File: src/rtl/fetch_queue_unit.sv
// Instruction-fetch front end: owns the PC, issues sequential requests to a
// 1-cycle-latency instruction memory, buffers {pc, instr} pairs in a small
// FIFO for decode, and redirects and flushes on taken branches.
//
// Handshake (decode side): an entry transfers on a rising edge where
// out_valid && out_ready. out_valid never depends on out_ready, and
// out_instr/out_pc are held stable while out_valid=1 and out_ready=0.
module fetch_queue_unit #(
  parameter int ADDR_W = 64,
  parameter int INSTR_W = 32,
  parameter int DEPTH = 4,
  parameter logic [ADDR_W-1:0] RESET_PC = '0
) (
  input  logic                       clk,
  input  logic                       reset,
  output logic                       imem_req,
  output logic [ADDR_W-1:0]          imem_addr,
  input  logic [INSTR_W-1:0]         imem_rdata,
  input  logic                       redirect,
  input  logic                       redir_uncond,
  input  logic [ADDR_W-1:0]          redir_pc,
  input  logic [25:0]                redir_imm26,
  input  logic [18:0]                redir_imm19,
  output logic                       out_valid,
  input  logic                       out_ready,
  output logic [INSTR_W-1:0]         out_instr,
  output logic [ADDR_W-1:0]          out_pc,
  output logic [$clog2(DEPTH):0]     occupancy
);

  localparam int PW = $clog2(DEPTH);
  localparam int CW = PW + 1;
  localparam logic [CW:0]       DEPTH_P = DEPTH[CW:0];
  localparam logic [CW-1:0]     DEPTH_C = DEPTH[CW-1:0];
  localparam logic [ADDR_W-1:0] STEP    = 4;

  logic [ADDR_W-1:0]  fetch_pc;
  logic [ADDR_W-1:0]  inflight_addr;
  logic               inflight;
  logic               inflight_epoch;
  logic               epoch;
  logic [PW-1:0]      rd_ptr;
  logic [PW-1:0]      wr_ptr;
  logic [CW-1:0]      count;
  logic [INSTR_W-1:0] mem_instr [DEPTH];
  logic [ADDR_W-1:0]  mem_pc    [DEPTH];

  logic [CW:0]        pending;
  logic [ADDR_W-1:0]  offset;
  logic [ADDR_W-1:0]  target;
  logic               issue;
  logic               do_enq;
  logic               do_deq;

  // Issue, enqueue/dequeue qualification and branch target arithmetic.
  always_comb begin
    pending = {1'b0, count} + {{CW{1'b0}}, inflight};
    // Only entries already held or still in flight reserve space; a dequeue
    // this cycle is not credited, so the FIFO can never overflow.
    issue   = !reset && !redirect && (pending < DEPTH_P);
    // The epoch check drops any response that belongs to a fetch issued
    // before the most recent redirect.
    do_enq  = !reset && inflight && (inflight_epoch == epoch) && !redirect;
    do_deq  = out_valid && out_ready;
    if (redir_uncond) offset = {{(ADDR_W-26){redir_imm26[25]}}, redir_imm26};
    else              offset = {{(ADDR_W-19){redir_imm19[18]}}, redir_imm19};
    target  = redir_pc + (offset << 2);
  end

  // Outputs: head entry is presented combinationally; all forced low in reset.
  always_comb begin
    imem_req  = issue;
    imem_addr = fetch_pc;
    out_valid = !reset && (count != '0);
    out_instr = out_valid ? mem_instr[rd_ptr] : '0;
    out_pc    = out_valid ? mem_pc[rd_ptr]    : '0;
    occupancy = reset ? '0 : count;
  end

  // PC, in-flight tracking, epoch, pointers and occupancy counter.
  always_ff @(posedge clk or posedge reset) begin
    if (reset) begin
      fetch_pc       <= RESET_PC;
      inflight       <= 1'b0;
      inflight_addr  <= '0;
      inflight_epoch <= 1'b0;
      epoch          <= 1'b0;
      rd_ptr         <= '0;
      wr_ptr         <= '0;
      count          <= '0;
    end else begin
      inflight <= issue;
      if (issue) begin
        inflight_addr  <= fetch_pc;
        inflight_epoch <= epoch;
        fetch_pc       <= fetch_pc + STEP;
      end
      if (redirect) begin
        // Flush everything; a same-cycle dequeue already belongs to decode.
        fetch_pc <= target;
        epoch    <= ~epoch;
        rd_ptr   <= '0;
        wr_ptr   <= '0;
        count    <= '0;
      end else begin
        assert (!(do_enq && count == DEPTH_C));
        if (do_enq) wr_ptr <= wr_ptr + 1'b1;
        if (do_deq) rd_ptr <= rd_ptr + 1'b1;
        case ({do_enq, do_deq})
          2'b10:   count <= count + 1'b1;
          2'b01:   count <= count - 1'b1;
          default: count <= count;
        endcase
      end
    end
  end

  // FIFO storage write; contents need no reset since count gates visibility.
  always_ff @(posedge clk) begin
    if (do_enq) begin
      mem_instr[wr_ptr] <= imem_rdata;
      mem_pc[wr_ptr]    <= inflight_addr;
    end
  end

endmodule
File: config.mk
export PLATFORM = sky130hd
export DESIGN_NAME = fetch_queue_unit
export DESIGN_NICKNAME = d
export VERILOG_FILES = /design/src/rtl/fetch_queue_unit.sv
export SDC_FILE = /design/constraint.sdc
export NUM_CORES = 1
export LEC_CHECK = 0
export ABC_CLOCK_PERIOD_IN_PS = 11350
export CAP_MARGIN = 10
export CORE_MARGIN = 8
export CORE_UTILIZATION = 40
export CTS_BUF_LIST = sky130_fd_sc_hd__clkbuf_2 sky130_fd_sc_hd__clkbuf_4 sky130_fd_sc_hd__clkbuf_8
export DETAILED_ROUTE_END_ITERATION = 10
export PLACE_DENSITY = 0.57
export RECOVER_POWER = 25
export SETUP_SLACK_MARGIN = 0.02
export SLEW_MARGIN = 15
export SYNTH_ARGS = -nofsm -noshare
export SYNTH_HDL_FRONTEND = slang
export SYNTH_SLANG_ARGS = --single-unit
File: constraint.sdc
create_clock -name clk -period 11.35 [get_ports clk]
set_input_delay 2.27 -clock clk [delete_from_list [all_inputs] [get_ports clk]]
set_output_delay 2.27 -clock clk [all_outputs]
set_load 0.02 [all_outputs]
[After elaboration in Yosys (flattened, before gate mapping)]
Memory sizes are Yosys's and may differ from the RTL's.
Cells that the tools add are included.
Operators by class
  eq/ne operators: 3
  reductions and logical operators: 14
  add/sub/neg operators: 7
  $lt $le $gt $ge: 1
  bitwise logic cells: 1
  mux-type cells: 14
Operators by type and width (number)
  64-bit 2-to-1 mux: 3
  64-bit by 3-bit adder with 64-bit output (second input constant): 1
  64-bit adder: 1
  62-bit 2-to-1 mux: 1
  32-bit 2-to-1 mux: 1
  2-bit 2-to-1 mux: 4
  1-bit logical AND: 7
  3-bit 2-to-1 mux: 2
  3-bit one-hot mux with 2 select lines: 1
  2-bit nonzero test: 3
  3-bit nonzero test: 2
  2-bit by 1-bit adder with 2-bit output (second input constant): 2
  3-bit by 1-bit adder with 4-bit output: 1
  4-bit by 3-bit less-than comparator with 1-bit output (second input constant): 1
  3-bit by 1-bit adder with 3-bit output (second input constant): 1
  3-bit by 1-bit subtractor with 3-bit output (second input constant): 1
  2-bit by 1-bit equality test with 1-bit output (second input constant): 1
  2-bit equality test (second input constant): 1
  1-bit zero test: 2
  1-bit 2-to-1 mux: 2
  1-bit equality test: 1
  1-bit NOT: 1
Word-level totals
  output and inout port bits: 165
  bits in writable memories: 384
  flip-flop bits (word level): 138
  memories: 2
  bits of input ports: 146
  logic and storage cells: 50
Memory list
  mem_pc: depth 4, width 64, rd ports 1, clocked after memory_dff 0, write ports 1, line 46  | logic [ADDR_W-1:0] mem_pc [DEPTH];
  mem_instr: depth 4, width 32, rd ports 1, clocked after memory_dff 0, write ports 1, line 45  | logic [INSTR_W-1:0] mem_instr [DEPTH];

[Depth between registers and ports, before layout]
  word-level depth: 7
  gate-level depth with buffers: 16
  gate-level depth less buffers: 13

[Worst setup path after synthesis]
Ideal clock, no wire load.
  kind: input to register
  start point: in reset
  end point: mem mem_instr[0][0], enable pin
  library setup time: 0.466 ns
  setup slack: 2.660 ns
  buffers on the path: 1
  stages on the path: 4
  required time: 10.884 ns
  arrival: 8.224 ns
  path through: inv_1 -> and3_1 -> clkbuf_1 -> and3_1
Between the ends
  cells in the longest elaborated chain, start to end: 6
RTL lines
  from (decl): line 15  | input logic reset,
  1-bit zero test (no source line)
  1-bit logical AND (3 in series): line 63  | do_enq = !reset && inflight && (inflight_epoch == epoch) && !redirect;
  1-bit 2-to-1 mux: line 120  | if (do_enq) begin
  1-bit 2-to-1 mux (not written as such): line 121  | mem_instr[wr_ptr] <= imem_rdata;
  to (decl): line 45
No other way between the ends.

[Worst setup path after layout]
  start point: in reset
  end point: out out_pc[24]
Between the ends
  cells in the longest elaborated chain, start to end: 3
RTL lines
  1-bit zero test (no source line)
  1-bit logical AND: line 74  | out_valid = !reset && (count != '0);
  64-bit 2-to-1 mux: line 76  | out_pc = out_valid ? mem_pc[rd_ptr] : '0;
  to (decl): line 27  | output logic [ADDR_W-1:0] out_pc,
No other way between the ends.

==> flow_metrics.tcl <==
set metrics [dict create \
    hp-class "reg2reg" \
    cts.sinks 522 \
    rows 91 \
    crit_fanout 100 \
    grt_max_degree 100 \
    cts_tree "yes" \
    drc 0 \
    syn_inst 1875 \
    synth.avg_cell_area_um2 13.13 \
    crit_buf_inv 3 \
    hold_buffers 0 \
    die-area_um2 69760 \
    worstSetupEndpointType "output pin" \
    final.setup.worst_slack_ns 4.321 \
    path_clk_slew_ns 0.06 \
    worstPathCellList "clkdlybuf4s50_1 > nor2b_1 > or3_2 > buf_4 > and2_1 > clkdlybuf4s50_1" \
    path_delay_family "buffers and inverters" \
    synth_nets 2089 \
    cts_buffer_depth 3 \
    status "completed" \
    crit_path_top_delay_cell "clkdlybuf4s50_1" \
    drt_iter0_markers 974 \
    finalNetCount 2409 \
    yosys_warnings 0 \
    total_power_w 0.005123 \
    cts_setup_buffers 0 \
    max_freq_mhz 142.3 \
    io_pins 311 \
    die_x_um 264.1 \
    gr-total-overflow 0 \
    clk_latency_ns 0.65 \
    worst_pin_slew_ns 1.095 \
    ant_nets 0 \
    report.final.slew_viol_count 0 \
    vias 16282 \
    instances_no_fill 3057 \
    via_per_inst 5.326 \
    hpwl_um 45150 \
    cts-root-buf "clkbuf_8" \
    slew_headroom 0.2703 \
    finClkSkew_ns 0.03147 \
    drt-pass1-iter-count 5 \
    gr-usage-all-layers 0.1864 \
    p_leak_nw 10.92 \
    crit_required_ns 9.08 \
    ir_drop_uv 84.04 \
    critPathArrivalTime_ns 4.76 \
    critPathMostFrequentCell "clkdlybuf4s50_1" \
    rsz0062_at_grt "no" \
    numPlacedInstances 2898 \
    h-tree-depth 3 \
    tns_ns 0 \
    setup_violations 0 \
    routabilityCongestion 0.8858 \
    cts_resized 0 \
    synth_edf_count 384 \
    synth_area_um2 24620 \
    numPortBuffers 310 \
    crit_type "in2out" \
    crit_path_start_kind "primary input" \
    hold_viol 0 \
    drive_gt1_frac 0.1317 \
    wl_per_cell_um 21.68 \
    syn2layout_area_growth_pct 22.80 \
    antenna_found_initial 4 \
    timing.final.crit_share 0.6193 \
    grt_pass1_vias 16844 \
    cts_made_buffers 84 \
    async_reset_ff_frac 0.2644 \
    seq_area_frac_synth 0.6085 \
    period_minus_slack_ns 7.029 \
    p_per_area_nw_per_um2 169.4 \
    synth-main-ff-cell "edfxtp_1" \
    core_area_um2 61260 \
    die_h_um 264.1 \
    fillers 5453 \
    grt_pass1_wl_um 101600 \
    maxCapViolCount 0 \
    initial_core_util 0.4020 \
    yosys_register_bits 522 \
    wirelength_um 66280 \
    max_stage_delay_ns 0.62 \
    hold-worst-slack_ns 0.5091 \
    synth_cell_types 67 \
    pre_cts_slack_ns 4.350 \
]
-- flip-flops by register name (all words and copies together), names as in the netlist --
signal          flops
mem_instr         128
inflight            1
mem_pc            256
rd_ptr              2
count               3
inflight_addr      64
wr_ptr              2
inflight_epoch      1
imem_addr          64
epoch               1
-- worst register-to-register path, delay by kind of cell, from the launching register on --
kind,cells,cell delay [ns]
flip-flops,1,0.53
AO/OA/AOI/OAI,1,0.07
XOR/XNOR,1,0.17
AND/OR/NAND/NOR,7,2.88
-- logic make-up after synthesis --
| kind of cell | count (synthesis) | share of synthesized area |
|---|---|---|
| DFF | 522 | 0.6085 |
| buffers and inverters | 117 | 0.01799 |
| muxes | 124 | 0.1003 |
| adders and majority gates | 68 | 0.03516 |
| AOI/OAI and AO/OA | 287 | 0.07474 |
| xor gates and xnor gates | 102 | 0.03628 |
| and+or+nand+nor | 655 | 0.1270 |
-- metrics by stage --
step,area (um^2),utilization
final,30240,0.4937
after global routing,30240,0.4936
after CTS,30210,0.4932
after detailed placement,28520,0.4655
after global placement,28520,0.4655
after floorplan,24620,-
-- per-layer routing --
metal  vias up  share of wire  GRT usage
li1       7664              -          -
met1      8068           0.44     0.2493
met2       474           0.47     0.2969
met3        74          0.067    0.04761
met4         2          0.021    0.05842
met5         -        0.00020          0
-- report_power, final --
part	switching (W)	total, W	internal, W
clock	0.000730	0.00161	0.000880
combinational	0.000582	0.00105	0.000473
sequential	0.000202	0.00246	0.00226
total	0.00151	0.00512	0.00361
-- synthesized netlist by cell type (11+ instances only) --
cell	count	share of area
a211oi_1	11	0.0034
a21o_1	24	0.0073
a21oi_1	109	0.022
a221oi_1	12	0.0043
and2_1	108	0.027
and3_1	25	0.0064
buf_1	20	0.0030
clkbuf_1	70	0.011
dfrtp_1	138	0.14
edfxtp_1	384	0.47
ha_1	66	0.034
inv_1	24	0.0037
mux2_2	22	0.010
mux4_2	96	0.088
nand2_1	290	0.044
nand3_1	46	0.0093
nand4_1	39	0.0099
nor2_1	86	0.013
nor3_1	11	0.0022
o21ai_0	50	0.010
o21bai_1	14	0.0043
xnor2_1	67	0.024
xor2_1	35	0.012
-- cells in the final DEF (no fill, tap or decap), types with 11 or more instances in the layout --
cell / instances
clkdlybuf4s50_1: 296
a21o_1: 24
mux4_2: 96
clkinv_1: 17
nand4_1: 39
o21ai_0: 50
dfrtp_1: 136
o21bai_1: 14
ha_1: 66
nor2_1: 86
xnor2_1: 67
and3_1: 21
dlygate4sd3_1: 13
nand3_1: 46
and2_1: 108
clkbuf_4: 24
inv_1: 22
mux2_2: 22
nor3_1: 11
nand2_1: 289
a21oi_1: 109
buf_4: 17
edfxtp_1: 384
a211oi_1: 11
clkbuf_8: 93
xor2_1: 35
clkinv_2: 11
a221oi_1: 12
-- area by class of cell --
class | count | area [um^2] | share of cell area
diodes | 4 | 10.01 | 0.0003310
well taps | 790 | 988.4 | 0.03269
clock inverters | 37 | 232.7 | 0.007696
flip-flops and latches | 522 | 14990 | 0.4958
clock buffers | 117 | 1460 | 0.04828
multi-input cells | 1236 | 9221 | 0.3049
repair buffers | 327 | 3241 | 0.1072
inverters | 24 | 95.09 | 0.003145
-- path summary, 6_finish.rpt --
path / from / endpoint / slack [ns] / depth (start not counted)
min in group asynchronous: reset / imem_addr[37] / 2.19 / 2
worst min register to register: inflight_addr[62] / mem_pc[2][62] / 0.51 / 0
worst max-delay path: reset / out_pc[24] / 4.32 / 6
max in group asynchronous: reset / rd_ptr[1] / 7.61 / 3
worst min-delay path: inflight_addr[62] / mem_pc[2][62] / 0.51 / 0
worst max register to register: imem_addr[9] / imem_addr[63] / 7.57 / 9
Note: power is estimated with default switching activity, not from simulation.
==> variant: new RTL, same settings <==
Reset style: synchronous (`reset`), changed in one clocked block.
--- a/src/rtl/fetch_queue_unit.sv
+++ b/src/rtl/fetch_queue_unit.sv
@@ -78,7 +78,7 @@
   end
 
   // PC, in-flight tracking, epoch, pointers and occupancy counter.
-  always_ff @(posedge clk or posedge reset) begin
+  always_ff @(posedge clk) begin
     if (reset) begin
       fetch_pc       <= RESET_PC;
       inflight       <= 1'b0;
Function: differs if reset is asserted again (counterexample within 4 cycles, from zero or initial values and one cycle with reset high); with reset held inactive, the same outputs for 4 cycles.
==> variant against the unedited design <==
Count of clock-buffer cells in the layout shrank 6; cell count grew 1.5%; sequential cell count grew 2; total power shrank 15%; final area shrank 0.84%; die area shrank 0.23%; area after synthesis shrank 0.24%; wire length grew 0.69%; setup slack gained 0.013 ns; register-to-register slack gained 0.24 ns.
==> variant: results (changes against the unedited design) <==
Outcome
  • Status: finished, final reports clean (unchanged)

Logic synthesis
  • Post-synthesis async set-or-reset flop share: 0% (was 26.4%)
  • Post-synthesis adder-cell area fraction: 3.58% (was 3.52%)
  • Number of synthesized flops with an enable pin: 384 (unchanged)
  • Synth area leaders: edfxtp_1, dfxtp_1, mux4_2, a21oi_1, ha_1 (was edfxtp_1, dfrtp_1, mux4_2, nand2_1, ha_1)
  • Xor-xnor portion of the synthesized cell area: 3.24% (was 3.63%)
  • Post-synthesis sequential area ratio: 58.4% (was 60.9%)
  • Post-synth top cells: edfxtp_1, nand2_1, a21oi_1 (was edfxtp_1, nand2_1, dfrtp_1)
  • Compound-Gate Fraction of Synth Area: 10.7% (was 7.47%)
  • Cells after Synth: 1956 (was 1875)
  • Netlist cell types: 73 (was 67)
  • Syn Nets: 2171 (was 2089)
  • Multiplexer area fraction after synthesis: 9.83% (was 10.0%)

Power and ir drop
  • Static leakage: 10.3 nW (was 10.9 nW)
  • Peak supply drop: 61.1 uV (was 84.0 uV)
  • NetSw: 0.00111 W (was 0.00151 W)

Placement
  • Placed Cells: 2953 (was 2898)
  • Port Buffers: 310 (unchanged)
  • DP Worst Slack: 4.02 ns (was 4.35 ns)
  • DPL Wire Length: 46500 um (was 45100 um)
  • Routability Congestion: 0.912 (was 0.886)

Timing
  • Skew final: 0.0264 ns (was 0.0315 ns)
  • Worst-Margin Slew: 1.16 ns (was 1.09 ns)

Clocking
  • Skew-Pair Late Insertion Delay: 0.63 ns (was 0.65 ns)
  • Cts bufs inserted: 82 (was 84)
  • Clk buf depth: 3 (unchanged)

GRT
  • Total track usage: 18.7% (was 18.6%)
  • Global-route wire length before repair: 102000 um (about the same)
  • Initial antenna violation count: 2 (was 4)
  • Met3 usage: 3.49% (was 4.76%)
  • Met2 Usage GRT: 30.0% (was 29.7%)
  • Met1 Track Usage GR: 25.1% (was 24.9%)
  • Pin count of the biggest net entering global routing: 99 (was 100)

Layout
  • Fraction of layout cells with a size suffix above 1: 12.4% (was 13.2%)
  • Filler instances: 5531 (was 5453)
  • Final net count: 2462 (was 2409)
  • Final Instance Count excl. Fillers: 3104 (was 3057)
  • Regs by FF count: mem_pc x256, mem_instr x128 (unchanged)

Routing
  • Routed wire length: 66700 um (was 66300 um)
  • Vias: 16800 (was 16300)
  • Drt first pass iters: 6 (was 5)
  • Initial DRC Count: 1067 (was 974)

Critical path
  • WP data arrival: 4.75 ns (was 4.76 ns)
[variant: layout make-up]
cell class	instances	area [um^2]	share of cell area, %
clock inverters	38	275	0.918
clock buffers	111	1380	4.62
repair buffers	325	3210	10.7
flip-flops and latches	524	14300	47.8
diodes	2	5.00	0.0167
inverters	34	128	0.426
well taps	790	988	3.30
multi-input cells	1280	9660	32.2
[variant: worst paths after layout]
path,start,end,slack [ns],cells past startpoint
max,reset,imem_req,4.33,5
min,inflight_epoch,inflight_epoch,0.47,2
max reg2reg,imem_addr[4],imem_addr[61],7.81,8
min reg2reg,inflight_epoch,inflight_epoch,0.47,2
[variant: per-stage QoR]
stage | hold WS [ns] | total power (W) | area, um^2
2_1_floorplan | 0.450 | 0.00252 | 24600
3_3_place_gp | 0.456 | 0.00277 | 28300
3_5_place_dp | 0.471 | 0.00277 | 28300
4_1_cts | 0.480 | 0.00439 | 30000
5_1_grt | 0.514 | 0.00452 | 30000
6_report | 0.475 | 0.00433 | 30000
[variant: power by group through the flow]
stage / Clock (W) / Sequential [W] / Combinational, W
global route: 0.00173 / 0.00217 / 0.000626
floorplan: 0 / 0.00221 / 0.000319
CTS: 0.00165 / 0.00216 / 0.000576
detailed placement: 0 / 0.00220 / 0.000572
global placement: 0 / 0.00220 / 0.000573
finish: 0.00160 / 0.00216 / 0.000573
[variant: per-layer routing]
metal  vias up  share of wire, %
met5         -                 0
met4         0               3.0
met3       104               5.5
met2       470                46
met1      8207                45
li1       7995                 -
[variant: worst max-delay path: stages]
cell,delay [ns]
buf_4,0.47
or2_1,0.62
a311o_2,0.59
inv_2,0.15
clkdlybuf4s50_1,0.58
